===== config.mk =====
export PLATFORM = sky130hd
export DESIGN_NAME = div_iter_param_flat
export DESIGN_NICKNAME = d
export VERILOG_FILES = /design/src/rtl/div_iter_param_if.sv /design/src/rtl/div_iter_param.sv /design/src/flat_wrapper.sv
export SDC_FILE = /design/constraint.sdc
export NUM_CORES = 1
export LEC_CHECK = 0
export BUFFER_PORTS_ARGS = -buffer_cell sky130_fd_sc_hd__buf_2
export CAP_MARGIN = 5
export CORE_MARGIN = 3
export CORE_UTILIZATION = 32
export DETAILED_ROUTE_END_ITERATION = 12
export HOLD_SLACK_MARGIN = 0.15
export MAX_ROUTING_LAYER = met4
export PLACE_DENSITY = 0.54
export REMOVE_ABC_BUFFERS = 1
export SYNTH_ARGS = -nofsm -noshare
export SYNTH_HDL_FRONTEND = slang
export SYNTH_SLANG_ARGS = --single-unit
export TNS_END_PERCENT = 20

===== constraint.sdc =====
create_clock -name clk -period 2.9 [get_ports clk]
set_input_delay 0.435 -clock clk [delete_from_list [all_inputs] [get_ports clk]]
set_output_delay 0.435 -clock clk [all_outputs]
set_load 0.005 [all_outputs]

===== src/rtl/div_iter_param_if.sv =====
// Request/response bundle between the EX stage and the iterative divider.
// Latency: none, wiring only.
// Backpressure: requester holds start_i until it has consumed ready_o.
interface div_iter_param_if #(
    parameter int WIDTH = 32
);
    logic               signed_i;
    logic               start_i;
    logic               annul_i;
    logic [WIDTH-1:0]   op_a_i;
    logic [WIDTH-1:0]   op_b_i;
    logic [2*WIDTH-1:0] result_o;
    logic               ready_o;
    logic               dbz_o;
    logic               busy_o;

    modport master (
        output signed_i, start_i, annul_i, op_a_i, op_b_i,
        input  result_o, ready_o, dbz_o, busy_o
    );

    modport slave (
        input  signed_i, start_i, annul_i, op_a_i, op_b_i,
        output result_o, ready_o, dbz_o, busy_o
    );
endinterface


===== src/rtl/div_iter_param.sv =====
// Restoring divider producing {remainder, quotient}, signed or unsigned, one quotient bit per cycle.
// Latency: ready_o WIDTH+2 edges after start (2 for divide-by-zero); DIV_EARLY_OUT_EN trims it to WIDTH-lz+2.
// Backpressure: the result is held in DONE while start_i stays high; dropping start_i returns to IDLE.
module div_iter_param #(
    parameter int WIDTH = 32
) (
    input  logic            clk,
    input  logic            rst,
    div_iter_param_if.slave bus
);
    localparam int CW = $clog2(WIDTH + 1);

    localparam logic [2:0] S_IDLE = 3'd0;
    localparam logic [2:0] S_BUSY = 3'd1;
    localparam logic [2:0] S_FIX  = 3'd2;
    localparam logic [2:0] S_ZERO = 3'd3;
    localparam logic [2:0] S_DONE = 3'd4;

    localparam logic [CW-1:0] CNT_LAST = CW'(WIDTH - 1);
    localparam logic [CW-1:0] CNT_ONE  = CW'(1);

    logic [2:0]         state_q,    state_d;
    logic [CW-1:0]      cnt_q,      cnt_d;
    logic [WIDTH-1:0]   rem_q,      rem_d;
    logic [WIDTH-1:0]   quo_q,      quo_d;
    logic [WIDTH-1:0]   div_q,      div_d;
    logic               sign_a_q,   sign_a_d;
    logic               sign_b_q,   sign_b_d;
    logic               signed_q,   signed_d;
    logic               dbz_flag_q, dbz_flag_d;
    logic               ready_q,    ready_d;
    logic               dbz_q,      dbz_d;
    logic [2*WIDTH-1:0] result_q,   result_d;

    logic               op_a_neg;
    logic               op_b_neg;
    logic [WIDTH-1:0]   abs_a;
    logic [WIDTH-1:0]   abs_b;

    assign op_a_neg = bus.signed_i & bus.op_a_i[WIDTH-1];
    assign op_b_neg = bus.signed_i & bus.op_b_i[WIDTH-1];
    assign abs_a    = op_a_neg ? -bus.op_a_i : bus.op_a_i;
    assign abs_b    = op_b_neg ? -bus.op_b_i : bus.op_b_i;

    // rem_q < div_q always holds, so a set top bit of the shifted partial
    // remainder means the subtraction cannot borrow and its low bits fit.
    logic [WIDTH:0]     rem_shift;
    logic [WIDTH:0]     trial;
    logic               borrow;

    assign rem_shift = {rem_q, quo_q[WIDTH-1]};
    assign trial     = {1'b0, rem_shift[WIDTH-1:0]} - {1'b0, div_q};
    assign borrow    = trial[WIDTH] & ~rem_shift[WIDTH];

`ifdef DIV_EARLY_OUT_EN
    logic [CW-1:0] lz;

    always_comb begin
        lz = CW'(WIDTH);
        for (int i = 0; i < WIDTH; i++) begin
            if (abs_a[i]) begin
                lz = CW'(WIDTH - 1 - i);
            end
        end
    end
`endif

    always_comb begin
        state_d    = state_q;
        cnt_d      = cnt_q;
        rem_d      = rem_q;
        quo_d      = quo_q;
        div_d      = div_q;
        sign_a_d   = sign_a_q;
        sign_b_d   = sign_b_q;
        signed_d   = signed_q;
        dbz_flag_d = dbz_flag_q;
        ready_d    = 1'b0;
        dbz_d      = 1'b0;
        result_d   = '0;

        case (state_q)
            S_IDLE: begin
                if (bus.start_i && !bus.annul_i) begin
                    sign_a_d   = op_a_neg;
                    sign_b_d   = op_b_neg;
                    signed_d   = bus.signed_i;
                    dbz_flag_d = 1'b0;
                    rem_d      = '0;
                    div_d      = abs_b;
                    if (bus.op_b_i == '0) begin
                        quo_d   = '0;
                        cnt_d   = '0;
                        state_d = S_ZERO;
                    end else begin
`ifdef DIV_EARLY_OUT_EN
                        // Leading zeros of the dividend would only shift in
                        // quotient zeros, so skip those iterations outright.
                        quo_d   = abs_a << lz;
                        cnt_d   = lz;
                        state_d = (abs_a == '0) ? S_FIX : S_BUSY;
`else
                        quo_d   = abs_a;
                        cnt_d   = '0;
                        state_d = S_BUSY;
`endif
                    end
                end
            end

            S_BUSY: begin
                if (bus.annul_i) begin
                    cnt_d   = '0;
                    state_d = S_IDLE;
                end else begin
                    rem_d = borrow ? rem_shift[WIDTH-1:0] : trial[WIDTH-1:0];
                    quo_d = {quo_q[WIDTH-2:0], ~borrow};
                    cnt_d = cnt_q + CNT_ONE;
                    if (cnt_q == CNT_LAST) begin
                        state_d = S_FIX;
                    end
                end
            end

            S_FIX: begin
                // Remainder follows the dividend's sign; MIN/-1 wraps back to MIN.
                if (signed_q) begin
                    if (sign_a_q ^ sign_b_q) begin
                        quo_d = -quo_q;
                    end
                    if (sign_a_q) begin
                        rem_d = -rem_q;
                    end
                end
                state_d = S_DONE;
            end

            S_ZERO: begin
                quo_d      = '0;
                rem_d      = '0;
                dbz_flag_d = 1'b1;
                state_d    = S_DONE;
            end

            S_DONE: begin
                if (bus.start_i) begin
                    ready_d  = 1'b1;
                    dbz_d    = dbz_flag_q;
                    result_d = {rem_q, quo_q};
                end else begin
                    state_d = S_IDLE;
                end
            end

            default: begin
                state_d = S_IDLE;
            end
        endcase
    end

    always_ff @(posedge clk) begin
        if (rst) begin
            state_q    <= S_IDLE;
            cnt_q      <= '0;
            rem_q      <= '0;
            quo_q      <= '0;
            div_q      <= '0;
            sign_a_q   <= 1'b0;
            sign_b_q   <= 1'b0;
            signed_q   <= 1'b0;
            dbz_flag_q <= 1'b0;
            ready_q    <= 1'b0;
            dbz_q      <= 1'b0;
            result_q   <= '0;
        end else begin
            state_q    <= state_d;
            cnt_q      <= cnt_d;
            rem_q      <= rem_d;
            quo_q      <= quo_d;
            div_q      <= div_d;
            sign_a_q   <= sign_a_d;
            sign_b_q   <= sign_b_d;
            signed_q   <= signed_d;
            dbz_flag_q <= dbz_flag_d;
            ready_q    <= ready_d;
            dbz_q      <= dbz_d;
            result_q   <= result_d;
        end
    end

    assign bus.result_o = result_q;
    assign bus.ready_o  = ready_q;
    assign bus.dbz_o    = dbz_q;
    assign bus.busy_o   = (state_q != S_IDLE);
endmodule


===== src/flat_wrapper.sv =====
// flat-port wrapper written by rule: the top's interface ports become plain ports
module div_iter_param_flat 
#(
    parameter int WIDTH = 32
)
  (clk, rst, bus_signed_i, bus_start_i, bus_annul_i, bus_op_a_i, bus_op_b_i, bus_result_o, bus_ready_o, bus_dbz_o, bus_busy_o);
  div_iter_param_if #(.WIDTH(WIDTH)) bus_i ();
  input  logic clk;
  input  logic rst;
  input wire logic [$bits(bus_i.signed_i)-1:0] bus_signed_i;
  input wire logic [$bits(bus_i.start_i)-1:0] bus_start_i;
  input wire logic [$bits(bus_i.annul_i)-1:0] bus_annul_i;
  input wire logic [$bits(bus_i.op_a_i)-1:0] bus_op_a_i;
  input wire logic [$bits(bus_i.op_b_i)-1:0] bus_op_b_i;
  output wire logic [$bits(bus_i.result_o)-1:0] bus_result_o;
  output wire logic [$bits(bus_i.ready_o)-1:0] bus_ready_o;
  output wire logic [$bits(bus_i.dbz_o)-1:0] bus_dbz_o;
  output wire logic [$bits(bus_i.busy_o)-1:0] bus_busy_o;
  assign bus_i.signed_i = bus_signed_i;
  assign bus_i.start_i = bus_start_i;
  assign bus_i.annul_i = bus_annul_i;
  assign bus_i.op_a_i = bus_op_a_i;
  assign bus_i.op_b_i = bus_op_b_i;
  assign bus_result_o = bus_i.result_o;
  assign bus_ready_o = bus_i.ready_o;
  assign bus_dbz_o = bus_i.dbz_o;
  assign bus_busy_o = bus_i.busy_o;
  div_iter_param #(.WIDTH(WIDTH)) u_core (.clk(clk), .rst(rst), .bus(bus_i));
endmodule

* Word level (Yosys, flattened, before mapping) *
Index checks and enable logic that the tools add are counted.
W data, S select, Z words.

storage, ports and cells
  bits in registers = 175
  input port bits = 69
  logic and storage cells = 81

cells by class
  $add $sub $neg = 6
  equality and inequality tests = 12
  multiplexer cells = 26
  bitwise gates (word level) = 8
  reductions and logical operators = 17

operator list
  operator               count
  $mux W32               12
  $pmux W32 S4           2
  $neg A32 Y32           4
  $sub A32 B32 Y33       1
  $logic_not A32 Y1      1
  $mux W3                4
  $mux W6                2
  $pmux W3 S4            1
  $pmux W6 S2            1
  $reduce_and A5 Y1      2
  $ne A2 B1 Y1 const B   4
  $add A6 B1 Y6 const B  1
  $eq A3 B2 Y1 const B   2
  $eq A6 B5 Y1 const B   1
  $reduce_and A2 Y1      3
  $ne A2 B2 Y1 const B   2
  $not A1 Y1             4
  $reduce_bool A2 Y1     2
  $reduce_bool A4 Y1     1
  $reduce_or A2 Y1       2
  $and A1 B1 Y1          3
  $eq A3 B1 Y1 const B   1
  $eq A3 B3 Y1 const B   1
  $logic_not A3 Y1       1
  10 further kinds       11

* Longest topological paths before layout *
  word-level depth = 5
  depth in mapped cells = 15
  gate-level depth less buffers = 13

* Worst setup path after synthesis *
OpenSTA, ideal clock, no wires.

  kind = register to register
  from = reg u_core.quo_q[31]
  to = reg u_core.rem_q[13]
  library setup time = 0.065 ns
  arrival = 2.918 ns
  data required time = 2.835 ns
  setup slack = -0.083 ns
  cell stages (with the launch flop) = 15
  path buffers = 1
  cell sequence = dfxtp_1 > inv_1 > ha_1 > fa_1 > nand2b_1 > a21oi_1 > o21ai_1 > o211ai_2 > a211oi_1 > or2_1 > buf_2 > or4_1 > a21oi_1 > a211oi_1 > nor2_1

on the way
  cells in the longest elaborated chain, start to end = 5

ends and longest elaborated chain
  element                 line                   text
  from (decl)             div_iter_param.sv:25   logic [WIDTH-1:0] quo_q, quo_d;
  from (signal assigned)  div_iter_param.sv:179  quo_q <= quo_d;
  $sub A32 B32 Y33 (*)    div_iter_param.sv:52   assign trial = {1'b0, rem_shift[WIDTH-1:0]} - {1'b0, div_q};
  $and A1 B1 Y1           div_iter_param.sv:53   assign borrow = trial[WIDTH] & ~rem_shift[WIDTH];
  $mux W32 (*)            div_iter_param.sv:116  rem_d = borrow ? rem_shift[WIDTH-1:0] : trial[WIDTH-1:0];
  $mux W32 (*)            div_iter_param.sv:112  if (bus.annul_i) begin
  $pmux W32 S4 (*)        div_iter_param.sv:82   case (state_q)
  to (signal assigned)    div_iter_param.sv:178  rem_q <= rem_d;
  to (decl)               div_iter_param.sv:24   logic [WIDTH-1:0] rem_q, rem_d;

Mark *: on every way between the ends. The rest lies on a longest branch, timed or not. The select of a mux whose other input is x is not followed.
A chain may end at the register's enable or synchronous reset.

* Worst setup path after layout *
  from = reg u_core.rem_q[0]
  to = reg u_core.rem_q[29]

on the way
  cells in the longest elaborated chain, start to end = 5
  elaborated cells between the ends (all ways) = 8
  those cells by class = add/sub (2); mux (5); bitwise (1)

ends and longest elaborated chain
  element           line
  $sub A32 B32 Y33  div_iter_param.sv:52
  $and A1 B1 Y1     div_iter_param.sv:53
  $mux W32          div_iter_param.sv:116
  $mux W32          div_iter_param.sv:112
  $pmux W32 S4 (*)  div_iter_param.sv:82

Marks and branches as above.

==> metrics.log <==
INFO  metric clkSlewWorstSetupHoldPaths = 0.07 ns
INFO  metric global_route_wire_length_before_repair = 56,400 µm
INFO  metric synthesized_flop_and_latch_total = between 150 and 200
INFO  metric grt_remaining_overflow = 0
INFO  metric synth_top_family_by_area = simple AND/OR/NAND/NOR gates
INFO  metric synthXorXnorAreaFrac = 6.99%
INFO  metric layout.core_utilization = 41.8%
INFO  metric ctsRootBufferMaster = sky130_fd_sc_hd__clkbuf_16
INFO  metric setup_violations = 0
INFO  metric drt.antenna.violating_nets = 0
INFO  metric cts_tree = yes
INFO  metric track_usage = 19.8%
INFO  metric final_layout_size_suffix_gt1_share = 23.9%
INFO  metric period_share = 100%
INFO  metric synth-seq-area-share = about a third
INFO  metric wl_per_cell = 16.8 µm
INFO  metric r2r.worst_path.cells = 13
INFO  metric timing.setup.tns = 0 ns
INFO  metric worstHoldEndpoint = u_core.div_q[1]
INFO  metric leakage_power_figure = 5.82 nW
INFO  metric r2r_start = u_core.rem_q[0]
INFO  metric slew_violations = 0
INFO  metric detailedPlace.worstSlack = -0.282 ns
INFO  metric timing.final.crit_period = 2.90 ns
INFO  metric grt_max_degree = 68
INFO  metric power-per-cell-area = 476 nW/µm²
INFO  metric total_number_of_yosys_warnings = 0
INFO  metric tightest_slew = 0.642 ns
INFO  metric vdd_ir_drop_max = 0.000443 V
INFO  metric postCtsHoldBufs = 0
INFO  metric r2r_end = u_core.rem_q[29]
INFO  metric layout.nets = approximately 1,800
INFO  metric fp.dieArea = 36,700 µm²
INFO  metric run_status = completed
INFO  metric post_synthesis_async_set_or_reset_flop_share = 0%
INFO  metric final_design_area_no_fill = 14,100 µm²
INFO  metric dp.cells = 2,096
INFO  metric clock_skew = 0.0112 ns
INFO  metric final.fill_count = 3,483
INFO  metric fp-row-count = 67
INFO  metric grt_setup_unrepaired = true
INFO  metric drt_first_pass_iters = 5
INFO  metric post_layout_nonfiller_instances = roughly 2,100
INFO  metric mostFrequentLayoutCells = 173 x sky130_fd_sc_hd__dfxtp_1, 168 x sky130_fd_sc_hd__nor2_1, 163 x sky130_fd_sc_hd__buf_4, 134 x sky130_fd_sc_hd__buf_2, 109 x sky130_fd_sc_hd__nand2_1
INFO  metric num_vias = between 10,000 and 15,000
INFO  metric cp_data_required_time = ~3.3 ns
INFO  metric detail_route.drc_violations = 0
INFO  metric synth_edf_count = 0
INFO  metric synth.area.mux_share = around 1.4%
INFO  metric worstSkewPairLatency = 0.45 ns
INFO  metric setup.reg_to_reg.worst_slack = 0.001 ns
INFO  metric timing.hold.worst.start = bus_op_b_i[1]
INFO  metric avg_inst_size_synth = 7.67 µm²
INFO  metric synth_top_flop_cell = sky130_fd_sc_hd__dfxtp_1
INFO  metric design.core.area = 33,800 µm²
INFO  metric initial_core_util = 32.7%
INFO  metric syn-instance-count = 1,439
INFO  metric first_global_vias = approximately 11,000
INFO  metric floorplan.io_pins = 136
INFO  metric tightest_hold_check_type = input port to flip-flop
INFO  metric maxSlewHeadroom = 57.2%
INFO  metric synth_cell_type_count = a little over 70
INFO  metric io_buffers = approximately 140
INFO  metric clock_buffer_count_from_cts = 17
INFO  metric maximum_fanout_along_the_worst_path = 4
INFO  metric critical_path_at = 3.28 ns
INFO  metric number_of_antenna_violations_at_the_first_check_in_global_routing = 0
INFO  metric critical_path.startpoint_type = flip-flop
INFO  metric area_fraction_in_compound_gates_after_synthesis = 23.8%
INFO  metric drt_first_iter_violations = 809
INFO  metric finalPower = 6.73 mW
INFO  metric hpwl = 26,200 µm
INFO  metric routed_wirelength = 35,800 µm
INFO  metric die_y = 192 µm
INFO  metric yosys.area_share.adder = 4.38%
INFO  metric timing.max_cap.violations = 0
INFO  metric number_of_sinks_handled_by_clock_tree_synthesis = 175
INFO  metric most_common_library_cell_in_the_layout_ignoring_fill_and_taps = sky130_fd_sc_hd__dfxtp_1
INFO  metric synth.cell_area = ~11,000 µm²
INFO  metric detailed_place.area = 13,200 µm²
INFO  metric clock_path_buffers = 2
INFO  metric final_critical_path_setup_slack = 0.00127 ns
INFO  metric post_synth_and_or_nand_nor_area_fraction = between 20% and 30%
INFO  metric achievable-frequency = between 300 and 400 MHz
INFO  metric setup.worst_path.class = flip-flop to flip-flop
INFO  metric hold-path-cell-count = 3
INFO  metric routabilityCongestion = 0.867
INFO  metric cts-htree-levels = 4
INFO  metric worst_setup_path_end_kind = flip-flop
INFO  metric final.hold.worst_slack = roughly 0.29 ns
INFO  metric die_w = 192 µm
INFO  metric finalHoldViolations = 0
INFO  metric vias_per_cell = between 5 and 6
INFO  metric inserted_diodes = 0
INFO  metric area_growth = 28.1%
-- cell usage after synthesis, drive strengths merged, types with 23 or more instances --
cell type    n  area share [%]
a211oi      42             2.9
a21oi      101             4.6
and2        67             3.8
clkbuf      75             2.6
dfxtp      175              32
ha          37             4.2
inv         50             1.7
nand2      111             3.8
nand2b      23             1.3
nand3       27             1.2
nor2       174             6.0
nor3        59             2.7
o21ai      103             4.7
or3         25             1.6
xnor2       48             3.8
xor2        40             3.2
-- critical path, stage by stage (launching register included) --
cell	delay (ns)
sky130_fd_sc_hd__dfxtp_1	0.32
sky130_fd_sc_hd__buf_4	0.14
sky130_fd_sc_hd__or2_1	0.24
sky130_fd_sc_hd__or4_4	0.46
sky130_fd_sc_hd__nor4_4	0.17
sky130_fd_sc_hd__buf_4	0.18
sky130_fd_sc_hd__nand2_2	0.06
sky130_fd_sc_hd__or4_4	0.44
sky130_fd_sc_hd__xnor2_1	0.14
sky130_fd_sc_hd__o21ai_1	0.17
sky130_fd_sc_hd__buf_4	0.14
sky130_fd_sc_hd__nor2_1	0.03
sky130_fd_sc_hd__and3_1	0.17
sky130_fd_sc_hd__nor3_1	0.16
-- timing repair --
item,CTS,global route
setup buffers,2,1
pin swaps,3,17
setup endpoints to repair,31,31
gates resized for setup,15,34
-- power by group --
part | total, mW | leakage, nW | switching, mW | internal, mW
registers | 2.56 | 1.42 | 0.0830 | 2.48
logic | 1.69 | 4.11 | 0.915 | 0.772
clock network | 2.48 | 0.282 | 1.05 | 1.43
total | 6.73 | 5.82 | 2.05 | 4.69
-- kinds of logic (layout without fill, tap and decap cells) --
family                     count (synthesis)  after routing
and+or+nand+nor                          580            580
AOI/OAI and AO/OA                        402            402
DFF                                      175            175
buffers and inverters                    141            383
xor gates and xnor gates                  88             88
adders and majority gates                 38             38
muxes                                     15             15
-- flip-flops by register name, summed over array words and instances, names as in the netlist, 3 cells and up --
signal,cells
u_core.bus.result_o,64
u_core.div_q,32
u_core.quo_q,32
u_core.rem_q,32
u_core.cnt_q,6
u_core.state_q,3
-- routing by layer --
metal  GRT usage [%]  vias to the layer above  wire length, µm
met4            5.45                        0              594
met3            2.43                       44             1580
met1            26.5                     5120            17100
met5               -                        -                0
met2            31.8                      291            16500
li1                -                     5620                -
-- layout make-up --
class / instances / area [µm²] / share of cell area [%]
multi-input combinational: 1123 / 7260 / 51.4
sequential: 175 / 3510 / 24.8
timing repair buffer: 303 / 2010 / 14.3
tap: 448 / 561 / 3.97
clock buffer: 20 / 437 / 3.09
inverter: 50 / 188 / 1.33
clock inverter: 10 / 165 / 1.17
-- how the worst max path moves through the flow --
stage / startpoint / endpoint / slack, ns / cells past startpoint
floorplan: u_core.quo_q[31] / u_core.rem_q[3] / -0.88 / 13
global placement: u_core.quo_q[31] / u_core.rem_q[13] / -0.22 / 13
detailed placement: u_core.quo_q[31] / u_core.rem_q[31] / -0.28 / 13
CTS: u_core.rem_q[0] / u_core.rem_q[29] / 0.004 / 13
global route: u_core.rem_q[0] / u_core.rem_q[29] / -0.10 / 13
finish: u_core.rem_q[0] / u_core.rem_q[29] / 0.001 / 13
Note: power is estimated with default switching activity, not from simulation.
